## src/rtl/rf_port_sched.sv

```systemverilog
// Single-port register file arbiter: sequences rs1/rs2 reads for decode,
// interleaves writeback writes, and returns a consistent operand pair.
module rf_port_sched #(
    parameter int DATA_W = 32,
    parameter int ADDR_W = 5
) (
    input  logic              clk,
    input  logic              rst_n,
    input  logic              dec_valid_i,
    output logic              dec_ready_o,
    input  logic [ADDR_W-1:0] dec_rs1_i,
    input  logic [ADDR_W-1:0] dec_rs2_i,
    output logic              op_valid_o,
    input  logic              op_ready_i,
    output logic [DATA_W-1:0] op_rs1_data_o,
    output logic [DATA_W-1:0] op_rs2_data_o,
    input  logic              wb_valid_i,
    output logic              wb_ready_o,
    input  logic [ADDR_W-1:0] wb_reg_i,
    input  logic [DATA_W-1:0] wb_data_i,
    output logic              rf_write_en_o,
    output logic              rf_read_en_o,
    output logic [ADDR_W-1:0] rf_write_reg_o,
    output logic [ADDR_W-1:0] rf_read_reg_o,
    output logic [DATA_W-1:0] rf_write_data_o,
    input  logic [DATA_W-1:0] rf_read_data_i
);

    typedef enum logic [2:0] {IDLE, RD1, RD2, CAP, OUT} state_e;

    state_e            state_q;
    logic [ADDR_W-1:0] rs1_q, rs2_q;
    logic              rd1_q;       // rs1 read was issued for this request
    logic              last_rd2_q;  // most recent read targeted rs2
    logic              read_en_q;
    logic [ADDR_W-1:0] read_reg_q;
    logic [DATA_W-1:0] op1_q, op2_q;
    logic              op_valid_q;
    logic              wb_open;

    // The write port is free whenever no read is in flight on the shared port.
    assign wb_open = rst_n && ((state_q == IDLE) || (state_q == CAP) || (state_q == OUT));

    assign dec_ready_o     = rst_n && (state_q == IDLE);
    assign wb_ready_o      = wb_open && wb_valid_i;
    assign rf_write_en_o   = wb_ready_o && (wb_reg_i != '0);
    assign rf_write_reg_o  = wb_ready_o ? wb_reg_i : '0;
    assign rf_write_data_o = wb_ready_o ? wb_data_i : '0;
    assign rf_read_en_o    = read_en_q;
    assign rf_read_reg_o   = read_reg_q;
    assign op_valid_o      = op_valid_q;
    assign op_rs1_data_o   = op1_q;
    assign op_rs2_data_o   = op2_q;

    always_ff @(posedge clk or negedge rst_n) begin
        if (!rst_n) begin
            state_q    <= IDLE;
            rs1_q      <= '0;
            rs2_q      <= '0;
            rd1_q      <= 1'b0;
            last_rd2_q <= 1'b0;
            read_en_q  <= 1'b0;
            read_reg_q <= '0;
            op1_q      <= '0;
            op2_q      <= '0;
            op_valid_q <= 1'b0;
        end else begin
            case (state_q)
                IDLE: begin
                    if (dec_valid_i) begin
                        rs1_q      <= dec_rs1_i;
                        rs2_q      <= dec_rs2_i;
                        op1_q      <= '0;
                        op2_q      <= '0;
                        rd1_q      <= 1'b0;
                        last_rd2_q <= 1'b0;
                        if (dec_rs1_i != '0) begin
                            state_q    <= RD1;
                            read_en_q  <= 1'b1;
                            read_reg_q <= dec_rs1_i;
                        end else if (dec_rs2_i != '0) begin
                            state_q    <= RD2;
                            read_en_q  <= 1'b1;
                            read_reg_q <= dec_rs2_i;
                        end else begin
                            state_q    <= OUT;
                            op_valid_q <= 1'b1;
                        end
                    end
                end
                RD1: begin
                    rd1_q <= 1'b1;
                    if ((rs2_q != '0) && (rs2_q != rs1_q)) begin
                        state_q    <= RD2;
                        read_reg_q <= rs2_q;
                    end else begin
                        state_q   <= CAP;
                        read_en_q <= 1'b0;
                    end
                end
                RD2: begin
                    // Data returning now belongs to the rs1 read issued in RD1.
                    if (rd1_q) begin
                        op1_q <= rf_read_data_i;
                    end
                    last_rd2_q <= 1'b1;
                    read_en_q  <= 1'b0;
                    state_q    <= CAP;
                end
                CAP: begin
                    if (last_rd2_q) begin
                        op2_q <= rf_read_data_i;
                    end else begin
                        op1_q <= rf_read_data_i;
                        if (rs2_q == rs1_q) begin
                            op2_q <= rf_read_data_i;
                        end
                    end
                    op_valid_q <= 1'b1;
                    state_q    <= OUT;
                end
                OUT: begin
                    if (op_ready_i) begin
                        op_valid_q <= 1'b0;
                        state_q    <= IDLE;
                    end
                end
                default: begin
                    state_q <= IDLE;
                end
            endcase
        end
    end

endmodule

```

## config.mk

```make
export PLATFORM = sky130hd
export DESIGN_NAME = rf_port_sched
export DESIGN_NICKNAME = d
export VERILOG_FILES = /design/src/rtl/rf_port_sched.sv
export SDC_FILE = /design/constraint.sdc
export NUM_CORES = 1
export LEC_CHECK = 0
export BUFFER_PORTS_ARGS = -buffer_cell sky130_fd_sc_hd__buf_2
export CAP_MARGIN = 25
export CORE_MARGIN = 8
export CORE_UTILIZATION = 30
export CTS_BUF_LIST = sky130_fd_sc_hd__clkbuf_16
export DETAILED_ROUTE_END_ITERATION = 12
export GPL_TIMING_DRIVEN = 0
export PLACE_DENSITY_LB_ADDON = 0.1
export SETUP_SLACK_MARGIN = 0.5
export SLEW_MARGIN = 10
export SYNTH_ARGS = -nofsm -noshare
export SYNTH_HDL_FRONTEND = slang
export SYNTH_SLANG_ARGS = --single-unit
```

## constraint.sdc

```tcl
create_clock -name clk -period 5.65 [get_ports clk]
set_input_delay 0.2825 -clock clk [delete_from_list [all_inputs] [get_ports clk]]
set_output_delay 0.2825 -clock clk [all_outputs]
set_load 0.02 [all_outputs]
```

==> results of run 1 <==
[layer usage]
metal / track usage / vias to the layer above
met3: 0.04656 / 11
met2: 0.2420 / 78
li1: - / 1840
met4: 0.03344 / 0
met5: 0 / -
met1: 0.1817 / 1787
[placed cells by master (no fill, tap or decap), drive strengths merged, types with 3 or more instances in the layout]
| cell type | n |
|---|---|
| buf | 206 |
| dfrtp | 86 |
| nand2 | 71 |
| inv | 68 |
| and2 | 38 |
| o21ai | 36 |
| mux2i | 32 |
| nand3 | 32 |
| clkbuf | 24 |
| nor2 | 11 |
| a21oi | 8 |
| xor2 | 5 |
| a221o | 5 |
| a211oi | 4 |
| nor2b | 3 |
| nor3 | 3 |
[stage by stage]
step | instance area, sq um | cells | setup WS, ps | hold WS (ps) | utilization
global route | 5577 | 833 | 2270 | 172.7 | 0.4194
global placement | 5279 | 816 | 2280 | 461.1 | 0.3970
CTS | 5577 | 833 | 2515 | 167.0 | 0.4194
detailed placement | 5309 | 817 | 3077 | 332.0 | 0.3993
floorplan | 4088 | 446 | 3695 | -13.09 | -
finish | 5577 | 833 | 2617 | 182.7 | 0.4194
[kinds of logic (layout without fill, tap and decap cells)]
group           Yosys count  after routing  synth area share
buf+inv                  92            303           0.08785
compound gates           63             63           0.09825
simple gates            168            168            0.1984
mux                      32             32           0.07836
xor+xnor                  5              5           0.01071
flops                    86             86            0.5265
[final cells by class]
| type | count | area, sq um |
|---|---|---|
| repair buffers | 196 | 1011 |
| multi-input cells | 268 | 1577 |
| clock inverters | 6 | 32.53 |
| plain buffers | 26 | 111.4 |
| fillers | 1380 | 7719 |
| inverters | 66 | 247.7 |
| flip-flops and latches | 86 | 2152 |
| clock buffers | 9 | 225.2 |
| well taps | 176 | 220.2 |
[power groups by stage]
stage	logic [mW]	clock network, mW	registers (mW)
2_1_floorplan	0.601	0	1.14
3_3_place_gp	1.21	0	0.965
3_5_place_dp	1.23	0	0.968
4_1_cts	1.24	0.545	0.958
5_1_grt	1.34	0.574	0.984
6_report	1.21	0.527	0.954
[flip-flops by register name, indices dropped and copies added, names as in the netlist]
register and flops:
last_rd2_q 1, rs1_q 5, rd1_q 1, rf_read_en_o 1
op_rs2_data_o 32, rf_read_reg_o 5, rs2_q 5, op_rs1_data_o 32
op_valid_o 1, state_q 3
[worst min-delay path, delay by kind of cell]
kind	cells	cell delay (ps)
buf+inv	2	140
mux	1	50
[worst paths after layout]
| path | endpoint | slack [ps] | cells after the start |
|---|---|---|---|
| worst max-delay path | rf_write_data_o[19] | 2620 | 9 |
| worst min-delay path | op_rs2_data_o[11] | 180 | 3 |
| worst max register to register | op_rs1_data_o[27] | 3540 | 5 |
| worst min register to register | rd1_q | 480 | 2 |
| max in group asynchronous | rf_read_reg_o[0] | 4520 | 3 |
| min in group asynchronous | op_rs2_data_o[7] | 510 | 2 |
==> summary.md, run 1 <==
| Metric | Value |
|---|---|
| Die area | `17620 sq um` |
| Tot Pwr | `2.689 mW` |
| Post-synthesis cell type count | `35` |
| Req. time, crit path | `5370 ps` |
| Clock slew at reported path FFs | `60 ps` |
| Comb pwr share | `0.449` |
| Slew Viols, Final | `0` |
| Number of flops mapped to enable cells by yosys | `0` |
| WP data arrival | `2750 ps` |
| Worst Tran Pin Value | `589.6 ps` |
| Num rows | `42` |
| Fin. Hold Viols | `0` |
| Worst min path class | `input pin to flop` |
| Critical R2R Launch | `state_q[1]` |
| Crit share post-route | `0.5369` |
| Via count | `3716` |
| Post-CTS setup buffer count | `0` |
| Clk_skew | `8.600 ps` |
| Cell repeated most along the worst path | `buf_2` |
| Sequential group share of total power | `0.355` |
| Worst Path Buf+Inv | `6` |
| Top_reg_cell synth | `dfrtp_1` |
| Max layer used | `met4` |
| Clock network fraction of total power | `0.196` |
| Setup TNS Final | `0 ps` |
| Met1 wire length | `5687 microns` |
| Met3 routed WL | `about 730 microns` |
| Syn nets | `between 500 and 600` |
| Crit path max fanout | `46` |
| Status | `finished, final reports clean` |
| Initial core utilization | `0.3075` |
| Hold Buf Count CTS | `1` |
| Top post-synthesis cells by area | `dfrtp_1 (53%), mux2i_1 (7.8%), nand2_1 (6.5%)` |
| Delay-heaviest family, CP | `buffers and inverters` |
| Crit-path cells | `dlygate4sd3_1 > buf_4 > buf_16 > nand2_1 > a21oi_1 > clkbuf_1 > buf_2 > and2_1 > buf_2` |
| Initial drt markers | `between 150 and 200` |
| Warnings, synthesis | `0` |
| Slew margin rel. | `0.6070` |
| Int Power | `1.530 mW` |
| Switching pwr | `between 1 and 1.5 mW` |
| TritonCTS Sinks | `86` |
| Num CTS Buffers | `9` |
| Final #Nets | `737` |
| DR pass1 iterations | `4` |
| Max H-tree Level | `3` |
| Die span in x | `between 100 and 150 microns` |
| Gate Count Post-Synth | `around 450` |
| CTS resizes | `0` |
| Critical path class | `input pin to output pin` |
| DRC errors left | `0` |
| Net Sw Frac | `0.4310` |
| Vias per cell | `4.461` |
| Worst setup SP type | `input pin` |
| Total Wirelength | `approximately 13000 microns` |
| Root Buffer | `clkbuf_16` |
| Register area share after synthesis | `0.5265` |
| Max Cap Viol | `0` |
| Dominant cell type by area after synthesis | `dfrtp_1` |
| PwrDens | `around 480 nW/um^2` |
| Bufs on Longest Clock Path | `2` |
| Synth top area share | `0.5265` |
| Fmax | `0.3297 GHz` |
| CTS tree | `done` |
| Total GRT Usage | `0.1463` |
| Chip height | `132.7 microns` |
| Fin crit period | `between 3000 and 4000 ps` |
| VDD IR-drop max | `207.3 uV` |
| Top-count cell post-synth | `dfrtp_1` |
| Largest net degree at the start of global routing | `47` |
| First-pass GRT wire length | `21000 microns` |
| ANT cells | `0` |
| CP peak stage delay | `530 ps` |
| Leak | `3.258 nW` |
| Min-delay src | `rf_read_data_i[11]` |
| Post-Syn Area | `about 4000 sq um` |
| Ys async rst share | `1.000` |
| IO Port Bufs | `194` |
| CP Launch Point | `rst_n` |
| RSZ-0062 raised after global routing | `no` |
| Gpl congestion | `between 0.8 and 0.9` |
| Post-route ant nets | `0` |
| Vias in the first global route | `3899` |
| Core ar. | `13300 sq um` |
| # IOs | `195` |
| GRT Residual Overflow | `0` |
| Mapped Avg Cell Area | `9.165 sq um` |
| Layout cells sized above 1 | `0.3409` |
| DP HPWL | `roughly 10000 microns` |
| Wirelength per Cell | `~15 microns` |
| Clock Latency Late Sink | `330 ps` |
| Most instantiated cells after synthesis | `dfrtp_1 (86), nand2_1 (71), inv_1 (66)` |
| Area growth from synthesis to layout | `36.42%` |
| Setup crit end kind | `output pin` |
| Synthesized flop and latch total | `86` |
| Final setup violation count | `0` |
| CP max-delay cell | `dlygate4sd3_1` |
| Antenna violations before repair | `0` |
| Wire length on met2 | `6341 microns` |
Note: power is estimated with default switching activity, not from simulation.
==> run 2: changes to the inputs <==
- clock period: 5.65 -> 2.5 ns (I/O delays scaled with it)
==> summary.md, run 2 (synthesized netlist as in run 1, its figures left out) <==
| Metric | Value |
|---|---|
| Most frequent cells in the layout | `buf_2 (181), dfrtp_1 (85), nand2_1 (70)` |
| # IOs | `195` |
| Min-delay src | `rf_read_data_i[11]` |
| PwrDens | `between 1000 and 1500 nW/um^2` |
| Worst Tran Pin Value | `520.3 ps` |
| Clock slew at reported path FFs | `60 ps` |
| Worst min path class | `input pin to flop` |
| Status | `finished, final reports clean` |
| Clock Latency Late Sink | `330 ps` |
| Die span in x | `132.7 microns` |
| Largest net degree at the start of global routing | `45` |
| Req. time, crit path | `2710 ps` |
| Via count | `around 3800` |
| Hold_ws | `23.83 ps` |
| Chip height | `132.7 microns` |
| Critical R2R Launch | `state_q[1]` |
| Leak | `3.390 nW` |
| Initial core utilization | `0.3075` |
| GRT Residual Overflow | `0` |
| Crit path to | `rf_read_reg_o[1]` |
| Initial drt markers | `170` |
| Delay-heaviest family, CP | `simple AND/OR/NAND/NOR gates` |
| WP data arrival | `2190 ps` |
| RSZ-0062 raised after global routing | `yes` |
| Worst Path Buf+Inv | `1` |
| Bufs on Longest Clock Path | `2` |
| Fin. Hold Viols | `0` |
| Total GRT Usage | `0.1500` |
| Num CTS Buffers | `9` |
| First-pass GRT wire length | `21400 microns` |
| Layout cells sized above 1 | `0.3752` |
| Worst reg2reg setup slack | `530 ps` |
| CP Launch Point | `state_q[1]` |
| Most common cell after layout, fill and taps aside | `buf_2` |
| Final #Nets | `about 750` |
| Vias per cell | `4.536` |
| Max Cap Viol | `0` |
| Slew margin rel. | `0.6531` |
| Root Buffer | `clkbuf_16` |
| DP Worst Slack | `241.6 ps` |
| Crit-path cells | `or3b_4 > or2_0 > buf_4 > a31oi_4 > a21oi_2 > a221o_1` |
| Critical path class | `flop to flop` |
| Area growth from synthesis to layout | `43.86%` |
| Antenna violations before repair | `0` |
| Slew Viols, Final | `0` |
| Final setup violation count | `0` |
| R2r endpoint | `rf_read_reg_o[1]` |
| ANT cells | `0` |
| Crit share post-route | `0.7899` |
| Total Wirelength | `13340 microns` |
| CP peak stage delay | `around 440 ps` |
| Clk_skew | `8.387 ps` |
| Critical Path Stages | `6` |
| Die area | `about 18000 sq um` |
| TritonCTS Sinks | `86` |
| Crit path max fanout | `9` |
| Post-route ant nets | `0` |
| Fin crit period | `1975 ps` |
| CP max-delay cell | `or3b_4` |
| R2R cell count | `6` |
| DRC errors left | `0` |
| Fmax | `0.5064 GHz` |
| Fin util | `0.4423` |
| Setup crit end kind | `flop` |
| VDD IR-drop max | `468.8 uV` |
| Setup TNS Final | `0 ps` |
| Worst setup SP type | `flop` |
| Core ar. | `approximately 13000 sq um` |
| Num rows | `between 40 and 50` |
| Max H-tree Level | `3` |
| CTS tree | `done` |
| Wirelength per Cell | `15.79 microns` |
| IO Port Bufs | `roughly 190` |
| DP HPWL | `between 10000 and 15000 microns` |
| DR pass1 iterations | `4` |
| Placed Area | `5309 sq um` |
| Final Instance Area | `5881 sq um` |
| Fillers | `1364` |
| Gpl congestion | `0.8263` |
| Final WS setup | `approximately 530 ps` |
| Vias in the first global route | `a little under 4000` |
## run 2: cell types whose count changed in the layout (fill, tap and decap cells not counted), sizes merged
| cell | before | now |
|---|---|---|
| dlygate4sd3 | 1 | 2 |
| buf | 206 | 220 |
| clkbuf | 24 | 21 |
## run 2: how the worst min path moves through the flow
stage,endpoint,slack [ps],cells after the start
5_1_grt,op_rs2_data_o[11],20,3
4_1_cts,op_rs2_data_o[11],9,3
3_5_place_dp,op_rs1_data_o[19],170,1
2_1_floorplan,last_rd2_q,-170,0
6_report,op_rs2_data_o[11],20,3
3_3_place_gp,rs2_q[1],360,3
## run 2: through the flow
step	power (mW)	std cells
floorplan	3.924	446
global placement	4.926	816
detailed placement	4.976	817
CTS	6.325	841
global route	6.781	845
finish	6.304	845
## run 2: where the power goes
group          switching (mW)  internal [mW]  total, mW  leakage (nW)
Clock                   0.533          0.657       1.19         0.130
Sequential              0.290           1.87       2.16          1.13
Combinational            1.86           1.10       2.96          2.13
Total                    2.68           3.62       6.30          3.39
## run 2: worst reg2reg max path, cell delays in order, from the launching register on
cell,delay (ps)
dfrtp_2,430
or3b_4,440
or2_0,210
buf_4,190
a31oi_4,170
a21oi_2,100
a221o_1,330
## run 2: repair_timing
item | in CTS | in global routing
endpoints found under the hold margin | 42 | 0
gates resized for setup | 26 | 38
endpoints found under the setup margin | 78 | 87
setup buffers | 4 | 3
hold buffers | 5 | 0
gates cloned | 0 | 1
pin swaps | 1 | 1
## run 2: final cells by class
| type | instances | area (sq um) | share of cell area |
|---|---|---|---|
| multi-input combinational | 268 | 1620 | 0.2755 |
| sequential | 86 | 2153 | 0.3662 |
| timing repair buffer | 208 | 1225 | 0.2083 |
| tap | 176 | 220.2 | 0.03745 |
| clock buffer | 9 | 225.2 | 0.03830 |
| clock inverter | 6 | 32.53 | 0.005532 |
| inverter | 66 | 247.7 | 0.04213 |
| buffer | 26 | 156.4 | 0.02660 |
## run 2: routing by layer
layer / part of all wire / wire (microns) / global-route usage / vias up
li1: - / - / - / 1868
met1: 0.43 / 5724 / 0.1851 / 1867
met2: 0.50 / 6724 / 0.2508 / 88
met3: 0.060 / 800 / 0.04656 / 10
met4: 0.0069 / 92 / 0.03344 / 0
met5: 0 / 0 / 0 / -
